===== src/rtl/result_bcd_converter_pkg.sv =====
// -----------------------------------------------------------------------------
// mrc_pkg
//   Shared definitions for the result-to-BCD converter slice: default sizing
//   constants and the converter FSM state type.
//
//   WORD_LENGTH_DEF : operand width of the upstream calculator (result is 2x)
//   DIGITS_DEF      : BCD digits needed to hold |result| for the default width
//                     (10^10 > 2^31)
//   state_e         : converter control states
// -----------------------------------------------------------------------------
package mrc_pkg;

    localparam int WORD_LENGTH_DEF = 16;
    localparam int DIGITS_DEF      = 10;

    // IDLE waits for a rising edge of ready, SHIFT runs the double-dabble
    // loop, DONE publishes the outputs for one cycle.
    typedef enum logic [1:0] {
        ST_IDLE  = 2'd0,
        ST_SHIFT = 2'd1,
        ST_DONE  = 2'd2
    } state_e;

endpackage : mrc_pkg


===== src/rtl/result_bcd_converter_if.sv =====
// -----------------------------------------------------------------------------
// result_bcd_converter_if
//   Bundle between the calculator stage and the BCD converter.
//
//   Calculator -> converter:
//     Result  [2*WORD_LENGTH] signed two's-complement result
//     ready   result-valid level; rising edge starts a conversion
//     error   calculator error flag, sampled with Result
//   Converter -> downstream:
//     bcd     [4*DIGITS] packed BCD magnitude, digit 0 in bits [3:0]
//     sign    captured result was negative
//     err_out captured result carried the error flag
//     busy    conversion in progress
//     done    one-cycle pulse when bcd/sign/err_out update
//
//   Modports: master = calculator side, slave = converter side.
// -----------------------------------------------------------------------------
interface result_bcd_converter_if
    import mrc_pkg::*;
#(
    parameter int WORD_LENGTH = WORD_LENGTH_DEF,
    parameter int DIGITS      = DIGITS_DEF
) ();

    logic [2*WORD_LENGTH-1:0] Result;
    logic                     ready;
    logic                     error;
    logic [4*DIGITS-1:0]      bcd;
    logic                     sign;
    logic                     err_out;
    logic                     busy;
    logic                     done;

    modport master (
        output Result,
        output ready,
        output error,
        input  bcd,
        input  sign,
        input  err_out,
        input  busy,
        input  done
    );

    modport slave (
        input  Result,
        input  ready,
        input  error,
        output bcd,
        output sign,
        output err_out,
        output busy,
        output done
    );

endinterface : result_bcd_converter_if


===== src/rtl/result_bcd_converter_bcd_add3.sv =====
// -----------------------------------------------------------------------------
// bcd_add3
//   Double-dabble digit correction: adds 3 to a BCD digit of 5 or more so that
//   the following left shift carries correctly into the next decimal digit.
//
//   digit_i [4] : working BCD digit before correction
//   digit_o [4] : corrected digit (digit_i + 3 when digit_i >= 5)
// -----------------------------------------------------------------------------
module bcd_add3 (
    input  logic [3:0] digit_i,
    output logic [3:0] digit_o
);

    always_comb begin
        digit_o = digit_i;
        if (digit_i >= 4'd5) begin
            digit_o = digit_i + 4'd3;
        end
    end

endmodule : bcd_add3


===== src/rtl/result_bcd_converter.sv =====
// -----------------------------------------------------------------------------
// result_bcd_converter
//   Converts the signed calculator result into sign + packed BCD magnitude
//   using a serial double-dabble loop (one bit per clock).
//
//   Parameters:
//     WORD_LENGTH : calculator operand width; result is 2*WORD_LENGTH bits
//     DIGITS      : BCD digits, must satisfy 10^DIGITS > 2^(2*WORD_LENGTH-1)
//   Ports:
//     clk   : clock, rising edge
//     reset : synchronous, active-low
//     bus   : slave side of result_bcd_converter_if (Result/ready/error in,
//             bcd/sign/err_out/busy/done out)
//
//   Timing (trigger sampled at edge k):
//     normal : SHIFT for edges k+1..k+2*WORD_LENGTH, outputs + done at
//              edge k+2*WORD_LENGTH+1
//     error  : outputs (all-F BCD, err_out=1) + done at edge k+1
// -----------------------------------------------------------------------------
module result_bcd_converter
    import mrc_pkg::*;
#(
    parameter int WORD_LENGTH = WORD_LENGTH_DEF,
    parameter int DIGITS      = DIGITS_DEF
) (
    input  logic                    clk,
    input  logic                    reset,
    result_bcd_converter_if.slave   bus
);

    localparam int unsigned RW = 2 * WORD_LENGTH;
    localparam int unsigned BW = 4 * DIGITS;
    localparam int unsigned CW = (RW > 1) ? $clog2(RW) : 1;

    state_e          state_q, state_d;
    logic [CW-1:0]   cnt_q, cnt_d;
    logic            ready_d_q;
    logic [RW-1:0]   mag_q, mag_d;
    logic [BW-1:0]   work_q, work_d;
    logic            sign_cap_q, sign_cap_d;
    logic            err_cap_q, err_cap_d;
    logic [BW-1:0]   bcd_q, bcd_d;
    logic            sign_q, sign_d;
    logic            err_out_q, err_out_d;
    logic            done_q, done_d;

    logic            trigger;
    logic [BW-1:0]   work_adj;

    assign trigger = bus.ready & ~ready_d_q;

    // Per-digit add-3 correction applied to the working BCD register.
    for (genvar g = 0; g < DIGITS; g++) begin : g_add3
        bcd_add3 u_add3 (
            .digit_i (work_q[4*g +: 4]),
            .digit_o (work_adj[4*g +: 4])
        );
    end

    // ready_d_q keeps tracking ready while reset is asserted, so a ready level
    // already high at reset release is not seen as a rising edge.
    always_ff @(posedge clk) begin
        ready_d_q <= bus.ready;
        if (!reset) begin
            state_q    <= ST_IDLE;
            cnt_q      <= '0;
            mag_q      <= '0;
            work_q     <= '0;
            sign_cap_q <= 1'b0;
            err_cap_q  <= 1'b0;
            bcd_q      <= '0;
            sign_q     <= 1'b0;
            err_out_q  <= 1'b0;
            done_q     <= 1'b0;
        end else begin
            state_q    <= state_d;
            cnt_q      <= cnt_d;
            mag_q      <= mag_d;
            work_q     <= work_d;
            sign_cap_q <= sign_cap_d;
            err_cap_q  <= err_cap_d;
            bcd_q      <= bcd_d;
            sign_q     <= sign_d;
            err_out_q  <= err_out_d;
            done_q     <= done_d;
        end
    end

    always_comb begin
        state_d    = state_q;
        cnt_d      = cnt_q;
        mag_d      = mag_q;
        work_d     = work_q;
        sign_cap_d = sign_cap_q;
        err_cap_d  = err_cap_q;
        bcd_d      = bcd_q;
        sign_d     = sign_q;
        err_out_d  = err_out_q;
        done_d     = 1'b0;

        unique case (state_q)
            ST_IDLE: begin
                if (trigger) begin
                    sign_cap_d = bus.Result[RW-1];
                    // Unsigned negate: the most negative value maps to
                    // 2^(RW-1), which fits in RW unsigned bits.
                    mag_d      = bus.Result[RW-1] ? (~bus.Result + RW'(1))
                                                  : bus.Result;
                    err_cap_d  = bus.error;
                    work_d     = '0;
                    cnt_d      = '0;
                    state_d    = bus.error ? ST_DONE : ST_SHIFT;
                end
            end

            ST_SHIFT: begin
                {work_d, mag_d} = {work_adj, mag_q} << 1;
                cnt_d           = cnt_q + 1'b1;
                if (cnt_q == CW'(RW - 1)) begin
                    cnt_d   = '0;
                    state_d = ST_DONE;
                end
            end

            ST_DONE: begin
                done_d = 1'b1;
                if (err_cap_q) begin
                    bcd_d     = '1;
                    sign_d    = 1'b0;
                    err_out_d = 1'b1;
                end else begin
                    bcd_d     = work_q;
                    sign_d    = sign_cap_q;
                    err_out_d = 1'b0;
                end
                state_d = ST_IDLE;
            end

            default: begin
                state_d = ST_IDLE;
            end
        endcase
    end

    assign bus.bcd     = bcd_q;
    assign bus.sign    = sign_q;
    assign bus.err_out = err_out_q;
    assign bus.done    = done_q;
    assign bus.busy    = (state_q != ST_IDLE);

endmodule : result_bcd_converter


===== src/flat_wrapper.sv =====
// flat-port wrapper written by rule: the top's interface ports become plain ports
module result_bcd_converter_flat import mrc_pkg::*;
#(
    parameter int WORD_LENGTH = WORD_LENGTH_DEF,
    parameter int DIGITS      = DIGITS_DEF
)
  (clk, reset, bus_Result, bus_ready, bus_error, bus_bcd, bus_sign, bus_err_out, bus_busy, bus_done);
  result_bcd_converter_if #(.WORD_LENGTH(WORD_LENGTH), .DIGITS(DIGITS)) bus_i ();
  input  logic clk;
  input  logic reset;
  input wire logic [$bits(bus_i.Result)-1:0] bus_Result;
  input wire logic [$bits(bus_i.ready)-1:0] bus_ready;
  input wire logic [$bits(bus_i.error)-1:0] bus_error;
  output wire logic [$bits(bus_i.bcd)-1:0] bus_bcd;
  output wire logic [$bits(bus_i.sign)-1:0] bus_sign;
  output wire logic [$bits(bus_i.err_out)-1:0] bus_err_out;
  output wire logic [$bits(bus_i.busy)-1:0] bus_busy;
  output wire logic [$bits(bus_i.done)-1:0] bus_done;
  assign bus_i.Result = bus_Result;
  assign bus_i.ready = bus_ready;
  assign bus_i.error = bus_error;
  assign bus_bcd = bus_i.bcd;
  assign bus_sign = bus_i.sign;
  assign bus_err_out = bus_i.err_out;
  assign bus_busy = bus_i.busy;
  assign bus_done = bus_i.done;
  result_bcd_converter #(.WORD_LENGTH(WORD_LENGTH), .DIGITS(DIGITS)) u_core (.clk(clk), .reset(reset), .bus(bus_i));
endmodule

===== config.mk =====
export PLATFORM = sky130hd
export DESIGN_NAME = result_bcd_converter_flat
export DESIGN_NICKNAME = d
export VERILOG_FILES = /design/src/rtl/result_bcd_converter_pkg.sv /design/src/rtl/result_bcd_converter_if.sv /design/src/rtl/result_bcd_converter_bcd_add3.sv /design/src/rtl/result_bcd_converter.sv /design/src/flat_wrapper.sv
export SDC_FILE = /design/constraint.sdc
export NUM_CORES = 1
export LEC_CHECK = 0
export ABC_AREA = 1
export CAP_MARGIN = 15
export CORE_ASPECT_RATIO = 1.25
export CORE_MARGIN = 2
export CORE_UTILIZATION = 47
export CTS_BUF_LIST = sky130_fd_sc_hd__clkbuf_4
export CTS_CLUSTER_DIAMETER = 50
export CTS_CLUSTER_SIZE = 8
export DETAILED_ROUTE_END_ITERATION = 7
export DONT_BUFFER_PORTS = 1
export PLACE_DENSITY = 0.66
export SETUP_SLACK_MARGIN = 0.05
export SYNTH_ARGS = -nofsm -noshare
export SYNTH_HDL_FRONTEND = slang
export SYNTH_SLANG_ARGS = --single-unit

===== constraint.sdc =====
create_clock -name clk -period 3 [get_ports clk]
set_input_delay 0.6 -clock clk [delete_from_list [all_inputs] [get_ports clk]]
set_output_delay 0.6 -clock clk [all_outputs]
set_load 0.02 [all_outputs]

# [Yosys cells after proc, flatten, opt, wreduce, memory -nomap -nowiden]
# Cells that the tools add are included.
[word_totals] inputBits=36 register_bits=125
[op_classes] n_lt_le_gt_ge=10 bitwise_logic=3 mux=26 n_reduce_logical=6 n_addsub=12 n_eq_ne=5
[op_table] cell="40-bit 2-to-1 mux" n=2
[op_table] cell="40-bit one-hot mux with 2 select lines" n=1
[op_table] cell="32-bit 2-to-1 mux" n=2
[op_table] cell="32-bit one-hot mux with 2 select lines" n=1
[op_table] cell="4-bit by 3-bit >= comparator with 1-bit output (second input constant)" n=10
[op_table] cell="4-bit by 2-bit adder with 4-bit output (second input constant)" n=9
[op_table] cell="4-bit 2-to-1 mux" n=9
[op_table] cell="32-bit by 1-bit adder with 32-bit output (second input constant)" n=1
[op_table] cell="32-bit inverter" n=1
[op_table] cell="5-bit 2-to-1 mux" n=2
[op_table] cell="5-bit one-hot mux with 2 select lines" n=1
[op_table] cell="2-bit 2-to-1 mux" n=3
[op_table] cell="2-bit AND reduction" n=3
[op_table] cell="5-bit by 1-bit adder with 5-bit output (second input constant)" n=1
[op_table] cell="5-bit == test (second input constant)" n=1
[op_table] cell="2-bit by 1-bit inequality test with 1-bit output (second input constant)" n=2
[op_table] cell="2-bit one-hot mux with 2 select lines" n=1
[op_table] cell="2-bit nonzero test" n=2
[op_table] cell="3-bit by 2-bit adder with 3-bit output (second input constant)" n=1
[op_table] cell="1-bit 2-to-1 mux" n=3
[op_table] cell="3-bit 2-to-1 mux" n=1
[op_table] cell="2-bit by 1-bit == test with 1-bit output (second input constant)" n=1
[op_table] cell="2-bit == test (second input constant)" n=1
[op_table] cell="2-bit logical NOT" n=1
[op_table] cell="2 further kinds" n=2

# [Longest topological paths before layout]
[depth] ltp_word=5 mapped_depth=11 mapped_depth_nobuf=11

# [Hierarchy]
# Synthesis repeated with hierarchy kept, for this count alone.
[hier_totals] cells_unflattened=1051 area_unflattened_um2=7033.0
[modules_own_cells] mod="result_bcd_converter" area_per_inst_um2=5681.7 cells_each=821 seq_area_each_um2=2502.4 n_inst=1
[modules_own_cells] mod="bcd_add3" area_per_inst_um2=135.1 cells_each=23 seq_area_each_um2=0.0 n_inst=10

# [Worst setup path after synthesis]
# Ideal clock, no wire load.
[synth_timing] path_type="input -> register" start="input port bus_Result[1]" end="register u_core.mag_q[14]" arrival_time_ps=1591 path_buffers=0 cell_stages=9 setup_slack_ps=1338 setup_time_ps=70 required_time_ps=2930 path_cell_list="inv_1 -> ha_1 -> nand2_1 -> nand2_2 -> nand3_2 -> nor2_4 -> xor2_1 -> nand2_1 -> a21oi_1"
[synth_between] elab_chain_len=5
[synth_rtl] element="start: declaration" line="flat_wrapper.sv:11" rtl="input wire logic [$bits(bus_i.Result)-1:0] bus_Result;"
[synth_rtl] element="32-bit inverter" line="result_bcd_converter.sv:107" rtl="mag_d = bus.Result[RW-1] ? (~bus.Result + RW'(1))"
[synth_rtl] element="32-bit by 1-bit adder with 32-bit output" line="result_bcd_converter.sv:107"
[synth_rtl] element="32-bit 2-to-1 mux" line="result_bcd_converter.sv:107"
[synth_rtl] element="32-bit 2-to-1 mux" line="result_bcd_converter.sv:103" rtl="if (trigger) begin"
[synth_rtl] element="32-bit one-hot mux with 2 select lines" line="result_bcd_converter.sv:101" rtl="unique case (state_q)"
[synth_rtl] element="end signal: assignment" line="result_bcd_converter.sv:78" rtl="mag_q <= mag_d;"
[synth_rtl] element="end: declaration" line="result_bcd_converter.sv:38" rtl="logic [RW-1:0] mag_q, mag_d;"
# No other way between the ends. The select of a mux whose other input is x is not followed.
# A chain may end at the register's enable or synchronous reset.

# [Worst setup path in the final report]
[layout_timing] start="register u_core.state_q[0]" end="register u_core.work_q[1]"
[layout_between] elab_chain_len=3 elab_cells_between_ends=6
[layout_rtl] element="start: declaration" line="result_bcd_converter.sv:35" rtl="state_e state_q, state_d;"
[layout_rtl] element="start signal: assignment" line="result_bcd_converter.sv:76" rtl="state_q <= state_d;"
[layout_rtl] element="2-bit logical NOT or 2-bit by 1-bit == test with 1-bit output (tied branches)" line="result_bcd_converter.sv:101"
[layout_rtl] element="2-bit by 1-bit inequality test with 1-bit output (no line) or 2-bit nonzero test (tied branches)"
[layout_rtl] element="2-bit AND reduction (no line)"
[layout_rtl] element="end signal: assignment" line="result_bcd_converter.sv:79" rtl="work_q <= work_d;"
[layout_rtl] element="end: declaration" line="result_bcd_converter.sv:39" rtl="logic [BW-1:0] work_q, work_d;"
# Several ways; a longest one is shown, not always the timed one.

==> impl_metrics.py <==
metrics = {
    "synth": {
        "synth_area_mm2": 0.006395,
        "synth_seq_cells": 125,
        "synth_area_leaders": "dfxtp_1 (39%), nand2_1 (10%), a21oi_1 (9.8%), inv_1 (7.2%), o21ai_0 (5.8%)",
        "netlist.area_leader.share": 0.3913,
        "syn_avg_cell_area_um2": 6.847,
        "synth_warnings": 0,
        "synth.net_count": 993,
        "syn_inst": 934,
        "synth_cell_types": 37,
        "synth_top_cell_by_area": "dfxtp_1",
        "ys_seq_area_frac": 0.3913,
    },
    "cts": {
        "numCtsBuffers": 17,
        "ctsHoldBuffers": 0,
        "clock_sinks": 125,
        "h-tree-depth": 4,
        "cts_resized": 0,
        "clk_latency_ps": 530,
        "cts_setup_buffers": 0,
        "cts_tree": "yes",
        "cts_root_buffer": "clkbuf_4",
        "clk_pin_slew_ps": 110,
        "ctsLongestPathBuffers": 2,
    },
    "sta": {
        "setup_tns_ps": 0,
        "max_freq_mhz": 503.9,
        "report.final.hold_viol_count": 0,
        "fin_crit_sh": 0.6615,
        "maxSlewHeadroom": 0.4730,
        "worst_pin_slew_ps": 789.4,
        "clock_skew_ps": 14.36,
        "grt_setup_unrepaired": "no",
        "finalSetupViolCount": 0,
        "drv_slew": 0,
        "fin_crit_ps": 1984,
    },
    "place": {
        "gp_congestion": 0.8447,
        "hpwl_um": 9815,
        "dp.cells": 1068,
        "portBuffers": 0,
    },
    "worst_setup_path": {
        "endpoint_kind": "flop",
        "worstRegToRegCells": 7,
        "worstSetupPathType": "flop to flop",
        "arrival_ps": 2450,
        "critPathLaunch": "u_core.state_q[0]",
        "r2r-start": "u_core.state_q[0]",
        "r2r-end": "u_core.work_q[1]",
        "cpMostUsedCell": "nand2_1",
        "path_buf_inv": 2,
        "cpMaxStageDelayCell": "inv_2",
        "cp-start-kind": "flop",
        "max_stage_delay_ps": 590,
        "reg2reg_slack_ps": 1020,
        "cp.depth": 7,
        "crit_fanout": 46,
        "crit_family": "buffers and inverters",
        "worstPathRequired_ps": 3460,
        "path_cells": "nor2_2 > nand2_4 > nand2_1 > inv_2 > buf_4 > nand2_1 > a21oi_1",
    },
    "cells_and_area": {
        "drive_gt1_frac": 0.05920,
        "fin_cells": 1101,
        "final_common_cell": "nand2_1",
        "fin_nets": 975,
        "n_fill_cell": 1392,
        "syn2layout_area_growth_pct": 5.615,
        "multi_input_area_mm2": 0.003212,
        "regArea_mm2": 0.002502,
        "mostFrequentLayoutCells": "nand2_1 (175), a21oi_1 (125), dfxtp_1 (125)",
    },
    "global_route": {
        "grt_pass1_vias": 5389,
        "track_usage": 0.2082,
        "antenna_found_initial": 1,
        "grt_first_pass_wirelength_um": 24610,
        "overflow": 0,
        "grt_max_degree": 75,
    },
    "hold_path": {
        "min_from": "bus_ready",
        "hold-path-endpoint": "u_core.ready_d_q",
        "worst_hold_path_type": "input port to flop",
        "min_path_cells": 0,
    },
    "power_and_ir_drop": {
        "ir_worst_vdd_mv": 0.2352,
        "p_per_area_mw_per_mm2": 477.6,
        "leakagePower_nw": 2.485,
    },
    "drt": {
        "drt-initial-drc-count": 297,
        "drt-wirelength-per-cell_um": 13.07,
        "drtAntennaViolNets": 0,
        "wl_um": 14390,
        "vias": 5742,
        "drc": 0,
        "viasPerCell": 5.215,
        "drt-pass1-iter-count": 4,
    },
    "floorplan": {
        "num_rows": 47,
        "fp.coreArea_mm2": 0.01329,
        "die_area_mm2": 0.01456,
        "start_util": 0.4812,
        "die_w_um": 108.3,
        "ios": 80,
        "die_y_um": 134.4,
    },
    "run_status": {
        "outcome": "complete, no violations",
    },
    "job": {
        "drv_cap": 0,
    },
}
==> synth_stat cells (all sizes together) <==
cell	count
nand4	6
inv	127
a2bb2oi	1
o21ai	87
nand2	177
o211ai	1
a21oi	125
o22ai	14
xnor2	1
nand3	69
ha	23
o21bai	2
a41oi	1
xor2	11
dfxtp	125
and3	1
o21a	1
nor4	1
a31oi	10
buf	25
clkbuf	19
nor2	81
nand3b	5
nor3	17
or2	2
a22o	2
==> area by class of cell <==
| class | count | area share |
|---|---|---|
| diodes | 1 | 0.0003705 |
| clock buffers | 17 | 0.01890 |
| clock inverters | 15 | 0.02279 |
| inverters | 127 | 0.07058 |
| multi-input cells | 638 | 0.4755 |
| flip-flops and latches | 125 | 0.3705 |
| well taps | 171 | 0.03168 |
| repair buffers | 7 | 0.009633 |
==> where the power goes <==
group | leakage [nW] | internal, W | switching, W
Clock | 0.149 | 0.000559 | 0.000605
Combinational | 1.32 | 0.0000916 | 0.000197
Sequential | 1.01 | 0.00171 | 0.0000595
==> per-stage QoR <==
stage | cell area [um2] | total power (W) | worst slack [ps] | util | hold WS [ps]
floorplan | 6395 | 0.002053 | 1338 | - | 435.9
global placement | 6470 | 0.002098 | 825.0 | 0.4868 | 455.8
detailed placement | 6470 | 0.002101 | 797.9 | 0.4868 | 462.6
CTS | 6751 | 0.003268 | 1016 | 0.5080 | 56.16
global route | 6754 | 0.003380 | 798.4 | 0.5082 | 47.44
finish | 6754 | 0.003226 | 1016 | 0.5082 | 91.42
==> metal layers <==
metal,global-route usage,part of all wire,vias to the layer above
li1,-,-,3029
met1,0.2448,0.45,2580
met2,0.3599,0.48,116
met3,0.06803,0.058,17
met4,0.05983,0.014,0
met5,0,0,-
==> state kept, by name, indices dropped and copies added, names as in the netlist <==
| register | flops |
|---|---|
| u_core.cnt_q | 5 |
| u_core.bus.err_out | 1 |
| u_core.err_cap_q | 1 |
| u_core.mag_q | 32 |
| u_core.state_q | 2 |
| u_core.bus.bcd | 40 |
| u_core.sign_cap_q | 1 |
| u_core.ready_d_q | 1 |
| u_core.bus.sign | 1 |
| u_core.work_q | 40 |
| u_core.bus.done | 1 |
==> worst reg2reg max path, stage by stage, from the launching register on <==
cell and delay, ps:
dfxtp_1 460, nor2_2 100, nand2_4 140, nand2_1 100
inv_2 590, buf_4 340, nand2_1 70, a21oi_1 130
==> worst max-delay path by stage <==
| stage | to | slack, ps |
|---|---|---|
| after global placement | u_core.work_q[4] | 830 |
| final | u_core.work_q[1] | 1020 |
| after global routing | u_core.work_q[7] | 800 |
| after detailed placement | u_core.work_q[12] | 800 |
| after floorplan | u_core.mag_q[14] | 1340 |
| after CTS | u_core.work_q[10] | 1020 |
==> cell families (layout without fill, tap and decap cells) <==
group,after synthesis,in the layout,share of synthesized area
AOI/OAI and AO/OA,244,244,0.2002
buffers and inverters,171,166,0.1068
adders and majority gates,23,23,0.04500
DFF,125,125,0.3913
xor gates and xnor gates,12,12,0.01644
and+or+nand+nor,359,359,0.2403
other,0,1,0
(Power assumes the default switching activity.)
